--- config.mk ---
export PLATFORM = sky130hd
export DESIGN_NAME = ring_freq_meter_flat
export DESIGN_NICKNAME = d
export VERILOG_FILES = /design/src/rtl/ring_freq_meter_if.sv /design/src/rtl/ring_freq_meter.sv /design/src/flat_wrapper.sv
export SDC_FILE = /design/constraint.sdc
export NUM_CORES = 1
export LEC_CHECK = 0
export ABC_AREA = 1
export ABC_CLOCK_PERIOD_IN_PS = 3700
export CORE_UTILIZATION = 40
export CTS_BUF_LIST = sky130_fd_sc_hd__clkbuf_8
export CTS_CLUSTER_SIZE = 12
export DETAILED_ROUTE_END_ITERATION = 16
export PLACE_DENSITY = 0.57
export REMOVE_ABC_BUFFERS = 1
export SYNTH_ARGS = -nofsm -noshare
export SYNTH_HDL_FRONTEND = slang
export SYNTH_SLANG_ARGS = --single-unit
--- constraint.sdc ---
create_clock -name clk -period 3.7 [get_ports clk]
set_input_delay 0.74 -clock clk [delete_from_list [all_inputs] [get_ports clk]]
set_output_delay 0.74 -clock clk [all_outputs]
set_load 0.02 [all_outputs]
--- src/rtl/ring_freq_meter_if.sv ---
// ring_freq_meter_if: control/readout bus (start, abort, gate_len, ch_sel in; busy, done, value_out, ovf_out out)
interface ring_freq_meter_if #(
  parameter int GATE_W = 16,
  parameter int CNT_W = 16,
  parameter int CH_W = 2
);
  logic start;
  logic abort;
  logic [GATE_W-1:0] gate_len;
  logic [CH_W-1:0] ch_sel;
  logic busy;
  logic done;
  logic [CNT_W-1:0] value_out;
  logic ovf_out;
  modport master (output start, abort, gate_len, ch_sel, input busy, done, value_out, ovf_out);
  modport slave (input start, abort, gate_len, ch_sel, output busy, done, value_out, ovf_out);
endinterface

--- src/rtl/ring_freq_meter.sv ---
// ring_freq_meter: gated multi-channel ring-oscillator edge counter (clk, rst, ring_in[N_CH] async, bus: start/abort/gate_len in, busy/done/value_out/ovf_out out)
module ring_freq_meter #(
  parameter int N_CH = 4,
  parameter int CNT_W = 16,
  parameter int GATE_W = 16,
  parameter int CH_W = 2
) (
  input logic clk,
  input logic rst,
  input logic [N_CH-1:0] ring_in,
  ring_freq_meter_if.slave bus
);
  typedef enum logic [1:0] {IDLE, ARM, GATE, DONE} state_t;
  state_t state;
  logic [N_CH-1:0] s1, s2, s3, rise, sat, lovf, lovf_nxt, rovf;
  logic [GATE_W-1:0] glen, timer;
  logic [CNT_W-1:0] live [N_CH];
  logic [CNT_W-1:0] live_nxt [N_CH];
  logic [CNT_W-1:0] res [N_CH];
  logic gate_en, sel_ok;
  assign rise = s2 & ~s3;
  assign gate_en = state == GATE;
  always_comb begin
    for (int i = 0; i < N_CH; i++) begin
      sat[i] = &live[i];
      live_nxt[i] = (gate_en && rise[i] && !sat[i]) ? live[i] + CNT_W'(1) : live[i];
    end
  end
  assign lovf_nxt = lovf | (gate_en ? rise & sat : '0);
  always_ff @(posedge clk) begin
    if (rst) begin
      state <= IDLE;
      s1 <= '0;
      s2 <= '0;
      s3 <= '0;
      glen <= '0;
      timer <= '0;
      lovf <= '0;
      rovf <= '0;
      for (int i = 0; i < N_CH; i++) begin
        live[i] <= '0;
        res[i] <= '0;
      end
    end else begin
      s1 <= ring_in;
      s2 <= s1;
      s3 <= s2;
      live <= live_nxt;
      lovf <= lovf_nxt;
      case (state)
        IDLE: if (bus.start && bus.gate_len != '0) begin
          state <= ARM;
          glen <= bus.gate_len;
          timer <= GATE_W'(2);
          lovf <= '0;
          for (int i = 0; i < N_CH; i++) live[i] <= '0;
        end
        ARM: begin
          state <= bus.abort ? IDLE : timer == '0 ? GATE : ARM;
          timer <= timer == '0 ? glen - GATE_W'(1) : timer - GATE_W'(1);
        end
        GATE: begin
          state <= bus.abort ? IDLE : timer == '0 ? DONE : GATE;
          timer <= timer - GATE_W'(1);
          if (!bus.abort && timer == '0) begin
            res <= live_nxt;
            rovf <= lovf_nxt;
          end
        end
        default: state <= IDLE;
      endcase
    end
  end
  assign bus.busy = state != IDLE;
  assign bus.done = state == DONE;
  assign sel_ok = 32'(bus.ch_sel) < N_CH;
  assign bus.value_out = sel_ok ? res[bus.ch_sel] : '0;
  assign bus.ovf_out = sel_ok ? rovf[bus.ch_sel] : 1'b0;
endmodule

--- src/flat_wrapper.sv ---
// flat-port wrapper written by rule: the top's interface ports become plain ports
module ring_freq_meter_flat 
#(
  parameter int N_CH = 4,
  parameter int CNT_W = 16,
  parameter int GATE_W = 16,
  parameter int CH_W = 2
)
  (clk, rst, ring_in, bus_start, bus_abort, bus_gate_len, bus_ch_sel, bus_busy, bus_done, bus_value_out, bus_ovf_out);
  ring_freq_meter_if #(.GATE_W(GATE_W), .CNT_W(CNT_W), .CH_W(CH_W)) bus_i ();
  input logic clk;
  input logic rst;
  input logic [N_CH-1:0] ring_in;
  input wire logic [$bits(bus_i.start)-1:0] bus_start;
  input wire logic [$bits(bus_i.abort)-1:0] bus_abort;
  input wire logic [$bits(bus_i.gate_len)-1:0] bus_gate_len;
  input wire logic [$bits(bus_i.ch_sel)-1:0] bus_ch_sel;
  output wire logic [$bits(bus_i.busy)-1:0] bus_busy;
  output wire logic [$bits(bus_i.done)-1:0] bus_done;
  output wire logic [$bits(bus_i.value_out)-1:0] bus_value_out;
  output wire logic [$bits(bus_i.ovf_out)-1:0] bus_ovf_out;
  assign bus_i.start = bus_start;
  assign bus_i.abort = bus_abort;
  assign bus_i.gate_len = bus_gate_len;
  assign bus_i.ch_sel = bus_ch_sel;
  assign bus_busy = bus_i.busy;
  assign bus_done = bus_i.done;
  assign bus_value_out = bus_i.value_out;
  assign bus_ovf_out = bus_i.ovf_out;
  ring_freq_meter #(.N_CH(N_CH), .CNT_W(CNT_W), .GATE_W(GATE_W), .CH_W(CH_W)) u_core (.clk(clk), .rst(rst), .ring_in(ring_in), .bus(bus_i));
endmodule
# After elaboration in Yosys (flattened, before gate mapping)
# Cells that the tools add are included.
[totals]
reg_bits = 182
latch_bits = 0
mem_bits_rw = 0
mem_bits_ro = 0
out_inout_bits = 19
mem_count = 0
[classes]
add_sub_neg = 6
multipliers = 0
div = 0
order_cmp = 2
eq_ne = 4
n_shift = 0
muxes = 23
bitwise_logic = 5
n_reduce_logical = 27
[op_table]
columns = ["operator", "n"]
rows = [
  ["16-bit 2-to-1 mux", 8],
  ["64-bit 2-to-1 mux", 2],
  ["16-bit by 1-bit adder with 16-bit output (second input constant)", 4],
  ["16-bit AND reduction", 4],
  ["16-bit case mux with 3 select lines", 1],
  ["16-bit binary-select mux with 2-bit select", 1],
  ["16-bit by 1-bit subtractor with 16-bit output (second input constant)", 2],
  ["16-bit logical NOT", 1],
  ["16-bit nonzero test", 1],
  ["4-bit 2-to-1 mux", 3],
  ["1-bit logical AND", 10],
  ["4-bit AND", 2],
  ["2-bit 2-to-1 mux", 4],
  ["2-bit case mux with 3 select lines", 1],
  ["2-bit AND reduction", 3],
  ["1-bit logical NOT", 5],
  ["2-bit equality test (second input constant)", 2],
  ["4-bit inverter", 1],
  ["4-bit OR", 1],
  ["3-bit >= comparator (second input constant)", 1],
  ["2-bit by 3-bit less-than comparator with 1-bit output (second input constant)", 1],
  ["2-bit inverter with 3-bit output", 1],
  ["3-bit nonzero test", 1],
  ["1-bit binary-select mux with 2-bit select", 1],
  ["5 further kinds", 6],
]

# Logic depth before layout (Yosys ltp)
# Gate-level depths: netlist of run 1.
[logic_depth]
depth_word = 7
depth_mapped = 13

# Worst setup path after synthesis of run 1
# Ideal clock, no wire load.
[synth_timing]
path_type = "input-to-output"
start = "input bus_ch_sel[0]"
end = "output bus_value_out[10]"
arrival_time_ns = 1.732
required_time_ns = 2.960
slack_ns = 1.228
cell_stages = 5
path_buffers = 2
cell_sequence = "clkbuf_1 > inv_1 > buf_1 > nor2_1 > o22ai_1"
[synth_between]
elab_chain_cells = 4
[synth_rtl]
columns = ["element", "line_no", "rtl"]
rows = [
  ["from (decl)", "flat_wrapper.sv:17", "input wire logic [$bits(bus_i.ch_sel)-1:0] bus_ch_sel;"],
  ["2-bit inverter with 3-bit output (implied by the code)", "ring_freq_meter.sv:77", "assign bus.value_out = sel_ok ? res[bus.ch_sel] : '0;"],
  ["16-bit binary-select mux with 2-bit select", "ring_freq_meter.sv:77", ""],
  ["16-bit 2-to-1 mux (implied by the code) (2 in a row)", "ring_freq_meter.sv:77", ""],
  ["to (decl)", "flat_wrapper.sv:20", "output wire logic [$bits(bus_i.value_out)-1:0] bus_value_out;"],
]
# Every way passes these cells. The select of a mux whose other input is x is not followed.

# Worst setup path in the final report of run 1
[layout_timing]
start = "input bus_ch_sel[0]"
end = "output bus_value_out[0]"
# Same word-level chain as after synthesis.

==> parameters.txt, run 1 <==
Parameter                              Value

CTS
  Buffer levels on the longest clock path ... 2
  Clk Tree Root Cell ... clkbuf_8
  Clock tree from TritonCTS ... built
  Number of H-tree levels ... 4
  CTS-repair resized insts ... 0
  Clock latency on the worst-skew pair ... around 470 ps
  Clock transition at the registers of the reported paths ... about 90 ps
  Total clock sinks ... 182
  Post-CTS Setup Repair Bufs ... 0
  Cts-stage hold buffer count ... 0
  Number of buffers inserted during clock tree synthesis ... 17

Setup path
  Data required time of the critical path ... 2960 ps
  List of cells traversed by the critical path ... clkdlybuf4s50_1 > buf_4 > o21ai_0 > o22ai_1 > clkdlybuf4s50_1
  Family of cells with the greatest summed delay on the critical path ... buffers and inverters
  CP dominant cell by count ... clkdlybuf4s50_1
  Slowest stage delay, CP ... 660 ps
  Startpoint types ... input pin
  Worst Path Class, Setup ... input pin to output pin
  Critical path capture point type ... output pin
  CP bufs+invs ... 3
  Worst Path Max Fanout ... 24
  CP max stage cell ... clkdlybuf4s50_1
  CP Data Arrival Time ... ~2600 ps

Timing
  Max Fclk ... 0.301 GHz
  Minimum clock period after layout ... 3320 ps
  Final max-slew violation count ... 0
  Setup Skew ... 16.8 ps
  Rel. slew slack ... between 50% and 60%
  Hold violation count in the final report ... 0
  Actual slew at the worst max-slew pin ... about 700 ps
  Setup-failing EPs final ... 0
  Setup repair after global routing missed its margin ... no
  Final critical-path share of the clock period ... 89.8%

Synthesis
  Count of mapped cells out of synthesis ... 1389
  Share of the yosys chip area belonging to registers ... between 30% and 40%
  Per-instance average area after synthesis ... 6.77 sq um
  Synthesized cell area ... around 9400 sq um
  Number of warnings issued by yosys ... 0
  Yosys reg bits ... 182
  Distinct cell type count after synthesis ... 35

Placement
  Placer Congestion ... 0.822
  Post-detail-place hpwl ... about 18000 um
  Area after detailed placement ... between 10000 and 15000 sq um
  Number of port buffers ... 44
  Placed instance count ... 1703

Floorplanning
  Starting utilization of the core area ... 41.1%
  IO Count ... 45
  Width of the die ... 155 um
  Die Height ... 155 um
  Std-Cell Core Area ... 22800 sq um
  Std cell rows ... between 50 and 60
  Die area ... between 20000 and 25000 sq um

Layout
  Final cell count without fillers ... 1734
  Final net count ... 1446
  N_diodes ... 0
  Filler cell count in the final layout ... 2446
  Area growth, synth to finish ... 12.3%
  Post-route cell area ... around 11000 sq um
  Most common cell after layout, fill and taps aside ... nand2_1
  Commonest non-fill, non-tap cells in the layout ... 300 x nand2_1, 182 x dfxtp_1, 180 x nor2_1
  Share of cells above drive strength 1 ... under 10%

Flow run
  Maximum capacitance violations ... 0

Drt
  Post-detailed-route count of antenna-violating nets ... 0
  Number of design-rule violations left by the first detailed-router iteration ... 515
  Aggregate routed wire length ... 24700 um
  DRC violations left ... 0
  Via count ... 8665
  Number of vias per cell after detailed routing ... around 5.0
  Mean routed wirelength per cell ... 14.2 um
  Detailed-router iteration count before antenna repair ... 5

Hold path
  Worst Hold Class ... register to register

GRT
  Remaining global-route overflow ... 0
  Number of global-route vias before repair ... between 7000 and 8000
  First-pass GRT wire length ... 40500 um
  Maximum number of pins on one net before global-route repair ... approximately 130
  Overall track demand over capacity in global routing ... 21.3%
  Number of antenna violations at the first check in global routing ... 0

Power and ir drop
  Total power per unit cell area ... 413 nW/um^2
  Leakage Power ... between 4 and 5 nW
  Max IR drop VDD ... 0.237 mV

Status
  Run status ... complete, no violations
[worst paths after layout]
check	slack, ps	start	depth (start not counted)	to
max	380	bus_ch_sel[0]	5	bus_value_out[0]
min	410	u_core.s1[2]	2	u_core.s2[2]
max reg2reg	1270	u_core.live[16]	10	u_core.res[24]
min reg2reg	410	u_core.s1[2]	2	u_core.s2[2]
[sequential cells by signal, indices dropped and copies added, names as in the netlist]
signal,flops
u_core.res,64
u_core.lovf,4
u_core.timer,16
u_core.rovf,4
u_core.s2,4
u_core.live,64
u_core.glen,16
u_core.state,2
u_core.s1,4
u_core.s3,4
[layout make-up]
type                       count  area [sq um]  area share [%]
timing repair buffer          57           588            5.57
clock buffer                  18           248            2.35
sequential                   182          3640            34.5
tap                          313           392            3.71
clock inverter                13           174            1.65
inverter                     176           661            6.26
multi-input combinational    975          4850            45.9
[worst register-to-register path, delay by kind of cell, from the launching register on]
kind                     cells  cell delay (ps)
AND/OR/NAND/NOR              6             1240
flip-flops                   1              420
adder cells (fa/ha/maj)      1              250
buffers and inverters        2              240
AO/OA/AOI/OAI                1              200
[power by group]
group	internal, W	switching [W]
sequential	0.00202	0.0000541
clock	0.000696	0.000766
combinational	0.000286	0.000528
[metal layers]
metal  vias up  global-route usage (%)  part of all wire, %
met5         -                       0                    0
met4         0                    4.67                  1.0
met3        17                    3.57                  3.5
met2       140                    35.1                   46
met1      4002                    29.1                   50
li1       4506                       -                    -
[cells in the mapped netlist (all sizes together)]
master	count	area share (%)
a21oi	86	4.6
o21ai	89	4.8
o21a	40	3.2
nand3b	8	0.64
clkinv	1	0.040
and2	1	0.067
o31ai	2	0.16
nand4	8	0.53
clkbuf	24	0.96
inv	175	7.0
a21o	2	0.16
buf	32	1.8
xnor2	21	2.0
a31oi	1	0.067
o211ai	20	1.6
o22ai	19	1.3
nor2	181	7.3
o21bai	2	0.16
xor2	38	3.5
nand2	304	12
ha	11	1.5
dfxtp	182	39
nand3	117	6.2
and3	2	0.13
nor3	19	1.2
or2	3	0.20
a41oi	1	0.093
[cell families (layout without fill, tap and decap cells)]
logic type / after synthesis / count (layout) / synth area share [%]
simple gates: 643 / 643 / 28.4
flops: 182 / 182 / 38.8
buf+inv: 232 / 264 / 9.77
xor+xnor: 59 / 59 / 5.50
fa+ha+maj: 11 / 11 / 1.46
compound gates: 262 / 262 / 16.1
[through the flow]
| stage | TNS, ps | util [%] | setup WS (ps) | hold WS (ps) | total power [W] |
|---|---|---|---|---|---|
| 2_1_floorplan | -92360 | - | -1440 | 388 | 0.00266 |
| 3_3_place_gp | 0 | 44.3 | 401 | 395 | 0.00293 |
| 3_5_place_dp | 0 | 44.3 | 386 | 394 | 0.00294 |
| 4_1_cts | 0 | 46.2 | 368 | 408 | 0.00439 |
| 5_1_grt | 0 | 46.2 | 249 | 429 | 0.00459 |
| 6_report | 0 | 46.2 | 377 | 408 | 0.00435 |
No activity file was read; power rests on OpenSTA's default activity.
==> run 2, diff against run 1 <==
--- a/config.mk
+++ b/config.mk
@@ -7,11 +7,11 @@
 export LEC_CHECK = 0
 export ABC_AREA = 1
 export ABC_CLOCK_PERIOD_IN_PS = 3700
-export CORE_UTILIZATION = 40
+export CORE_UTILIZATION = 56
 export CTS_BUF_LIST = sky130_fd_sc_hd__clkbuf_8
 export CTS_CLUSTER_SIZE = 12
 export DETAILED_ROUTE_END_ITERATION = 16
-export PLACE_DENSITY = 0.57
+export PLACE_DENSITY = 0.75
 export REMOVE_ABC_BUFFERS = 1
 export SYNTH_ARGS = -nofsm -noshare
 export SYNTH_HDL_FRONTEND = slang
==> parameters.txt, run 2 (synthesis gave the netlist of run 1 again) <==
Parameter                              Value

Status
  Run status ... complete, no violations

Setup path
  Startpoint types ... input pin
  Worst Path Max Fanout ... 34 (+42%)
  Critical path capture point type ... output pin
  Depth of the worst register-to-register path ... 10 (unchanged)
  Setup slack of the most critical reg-to-reg path ... 1250 ps (-20 ps)
  CP dominant cell by count ... clkdlybuf4s50_1
  Start of the worst register-to-register path ... u_core.state[0]
  Worst flop-to-flop path endpoint ... u_core.res[54]
  Worst Path Class, Setup ... input pin to output pin
  CP bufs+invs ... 3 (unchanged)
  Family of cells with the greatest summed delay on the critical path ... buffers and inverters
  List of cells traversed by the critical path ... clkdlybuf4s50_1 > buf_4 > o21ai_0 > o22ai_1 > clkdlybuf4s50_1
  CP max stage cell ... clkdlybuf4s50_1
  CP Data Arrival Time ... 2570 ps (about the same)
  Data required time of the critical path ... 2960 ps (about the same)
  Slowest stage delay, CP ... 660 ps (about the same)

Drt
  DRC violations left ... 0 (unchanged)
  Via count ... 8623 (-0.48%)
  Detailed-router iteration count before antenna repair ... 4 (-1)
  Post-detailed-route count of antenna-violating nets ... 0 (unchanged)
  Number of design-rule violations left by the first detailed-router iteration ... 602 (+17%)
  Aggregate routed wire length ... 22300 um (-9.8%)
  Number of vias per cell after detailed routing ... 5.28 (+5.6%)
  Mean routed wirelength per cell ... 13.6 um (-4.3%)

Floorplanning
  Die Height ... 132 um (-15%)
  IO Count ... 45 (unchanged)
  Starting utilization of the core area ... 58.3% (+17 points)
  Width of the die ... 132 um (-15%)
  Std-Cell Core Area ... 16100 sq um (-29%)
  Die area ... 17300 sq um (-28%)
  Std cell rows ... 46 (-16%)

GRT
  Overall track demand over capacity in global routing ... 26.5% (+5.2 points)
  Number of global-route vias before repair ... 7647 (-4.1%)
  First-pass GRT wire length ... 37000 um (-8.6%)
  Number of antenna violations at the first check in global routing ... 0 (unchanged)
  Remaining global-route overflow ... 0 (unchanged)
  Maximum number of pins on one net before global-route repair ... 132 (unchanged)

Power and ir drop
  Leakage Power ... 4.19 nW (-0.59%)
  Max IR drop VDD ... 0.299 mV (+26%)
  Total power per unit cell area ... 414 nW/um^2 (+0.25%)

CTS
  Clock tree from TritonCTS ... built
  Clock transition at the registers of the reported paths ... 90 ps (about the same)
  Total clock sinks ... 182 (unchanged)
  Number of buffers inserted during clock tree synthesis ... 17 (unchanged)
  Buffer levels on the longest clock path ... 2 (unchanged)
  Number of H-tree levels ... 4 (unchanged)
  Clock latency on the worst-skew pair ... 470 ps (about the same)
  Clk Tree Root Cell ... clkbuf_8
  Cts-stage hold buffer count ... 0 (unchanged)
  Post-CTS Setup Repair Bufs ... 0 (unchanged)
  CTS-repair resized insts ... 0 (unchanged)

Timing
  Rel. slew slack ... 34.9% (-18 points)
  Max Fclk ... 0.302 GHz (+0.32%)
  Hold violation count in the final report ... 0 (unchanged)
  Hold WS ... 407 ps (-0.223 ps)
  Final critical-path share of the clock period ... 89.5% (-0.29 points)
  Setup-failing EPs final ... 0 (unchanged)
  Minimum clock period after layout ... 3310 ps (-10.7 ps)
  Post-layout worst setup margin ... 388 ps (+10.7 ps)
  Actual slew at the worst max-slew pin ... 973 ps (+259 ps)
  Setup Skew ... 18.5 ps (+1.67 ps)
  Setup TNS Final ... 0 ps (unchanged)
  Final max-slew violation count ... 0 (unchanged)
  Setup repair after global routing missed its margin ... no

Layout
  Final cell count without fillers ... 1634 (-5.8%)
  Commonest non-fill, non-tap cells in the layout ... 300 x nand2_1, 182 x dfxtp_1, 180 x nor2_1
  Final net count ... 1442 (-0.28%)
  Largest registers ... u_core.live (64), u_core.res (64)
  Most common cell after layout, fill and taps aside ... nand2_1
  N_diodes ... 0 (unchanged)
  Share of cells above drive strength 1 ... 5.43% (-0.20 points)
  Area growth, synth to finish ... 10.5%

Placement
  Placer Congestion ... 0.957 (+16%)
  Post-detail-place hpwl ... 16100 um (-8.3%)
  Placed instance count ... 1602 (-5.9%)
  Number of port buffers ... 44 (unchanged)
  Setup slack at placement ... 364 ps (-22.3 ps)

Hold path
  Min-Delay Startpoint ... u_core.s1[3]
  Number of cells on the worst hold path ... 2 (unchanged)
  Worst Hold Class ... register to register
  Destination of the worst hold path ... u_core.s2[3]

Flow run
  Maximum capacitance violations ... 0 (unchanged)
[run 2: cell count changes in the layout (fill, tap and decap cells not counted)]
cell,delta
buf_4,-3
clkinv_2,+2
clkinv_4,-2
buf_12,-1
clkinvlp_4,+1
[run 2: worst reg2reg max path: cells and delay by family (launching register included)]
family                     cells  cell delay (ps)
AOI/OAI and AO/OA              1              120
adders and majority gates      1              210
buffers and inverters          4              350
DFF                            1              350
and+or+nand+nor                4             1360
[run 2: worst max-delay path by stage]
stage,end,slack [ps],start,cells past startpoint
after floorplan,u_core.res[34],-1440,u_core.timer[0],9
after global placement,bus_value_out[1],370,bus_ch_sel[0],5
after detailed placement,bus_value_out[1],360,bus_ch_sel[0],5
after CTS,bus_value_out[0],350,bus_ch_sel[0],5
after global routing,bus_value_out[1],270,bus_ch_sel[0],5
final,bus_value_out[0],390,bus_ch_sel[0],5
[run 2: area by class of cell]
| cell class | count | area [sq um] |
|---|---|---|
| Clock buffer | 18 | 248 |
| Clock inverter | 14 | 174 |
| Fill cell | 1541 | 5730 |
| Inverter | 176 | 661 |
| Multi-Input combinational cell | 975 | 4850 |
| Sequential cell | 182 | 3640 |
| Tap cell | 216 | 270 |
| Timing Repair Buffer | 53 | 546 |
[run 2: where the power goes]
group	total, W	leakage [nW]	internal, W	switching, W
clock	0.00143	0.213	0.000694	0.000731
sequential	0.00208	1.47	0.00202	0.0000556
combinational	0.000793	2.51	0.000281	0.000512
[run 2: per-layer routing]
| metal | GRT usage [%] | vias up | routed length (um) |
|---|---|---|---|
| li1 | - | 4509 | - |
| met1 | 36.9 | 3936 | 11000 |
| met2 | 41.1 | 158 | 9840 |
| met5 | 0 | - | 0 |
| met4 | 8.79 | 0 | 420 |
| met3 | 4.63 | 20 | 1030 |
[run 2: per-stage QoR]
stage	utilization (%)	instance area, sq um	power, W
2_1_floorplan	-	9140	0.00266
3_3_place_gp	61.8	9970	0.00290
3_5_place_dp	61.8	9970	0.00291
4_1_cts	64.5	10400	0.00432
5_1_grt	64.5	10400	0.00452
6_report	64.5	10400	0.00430
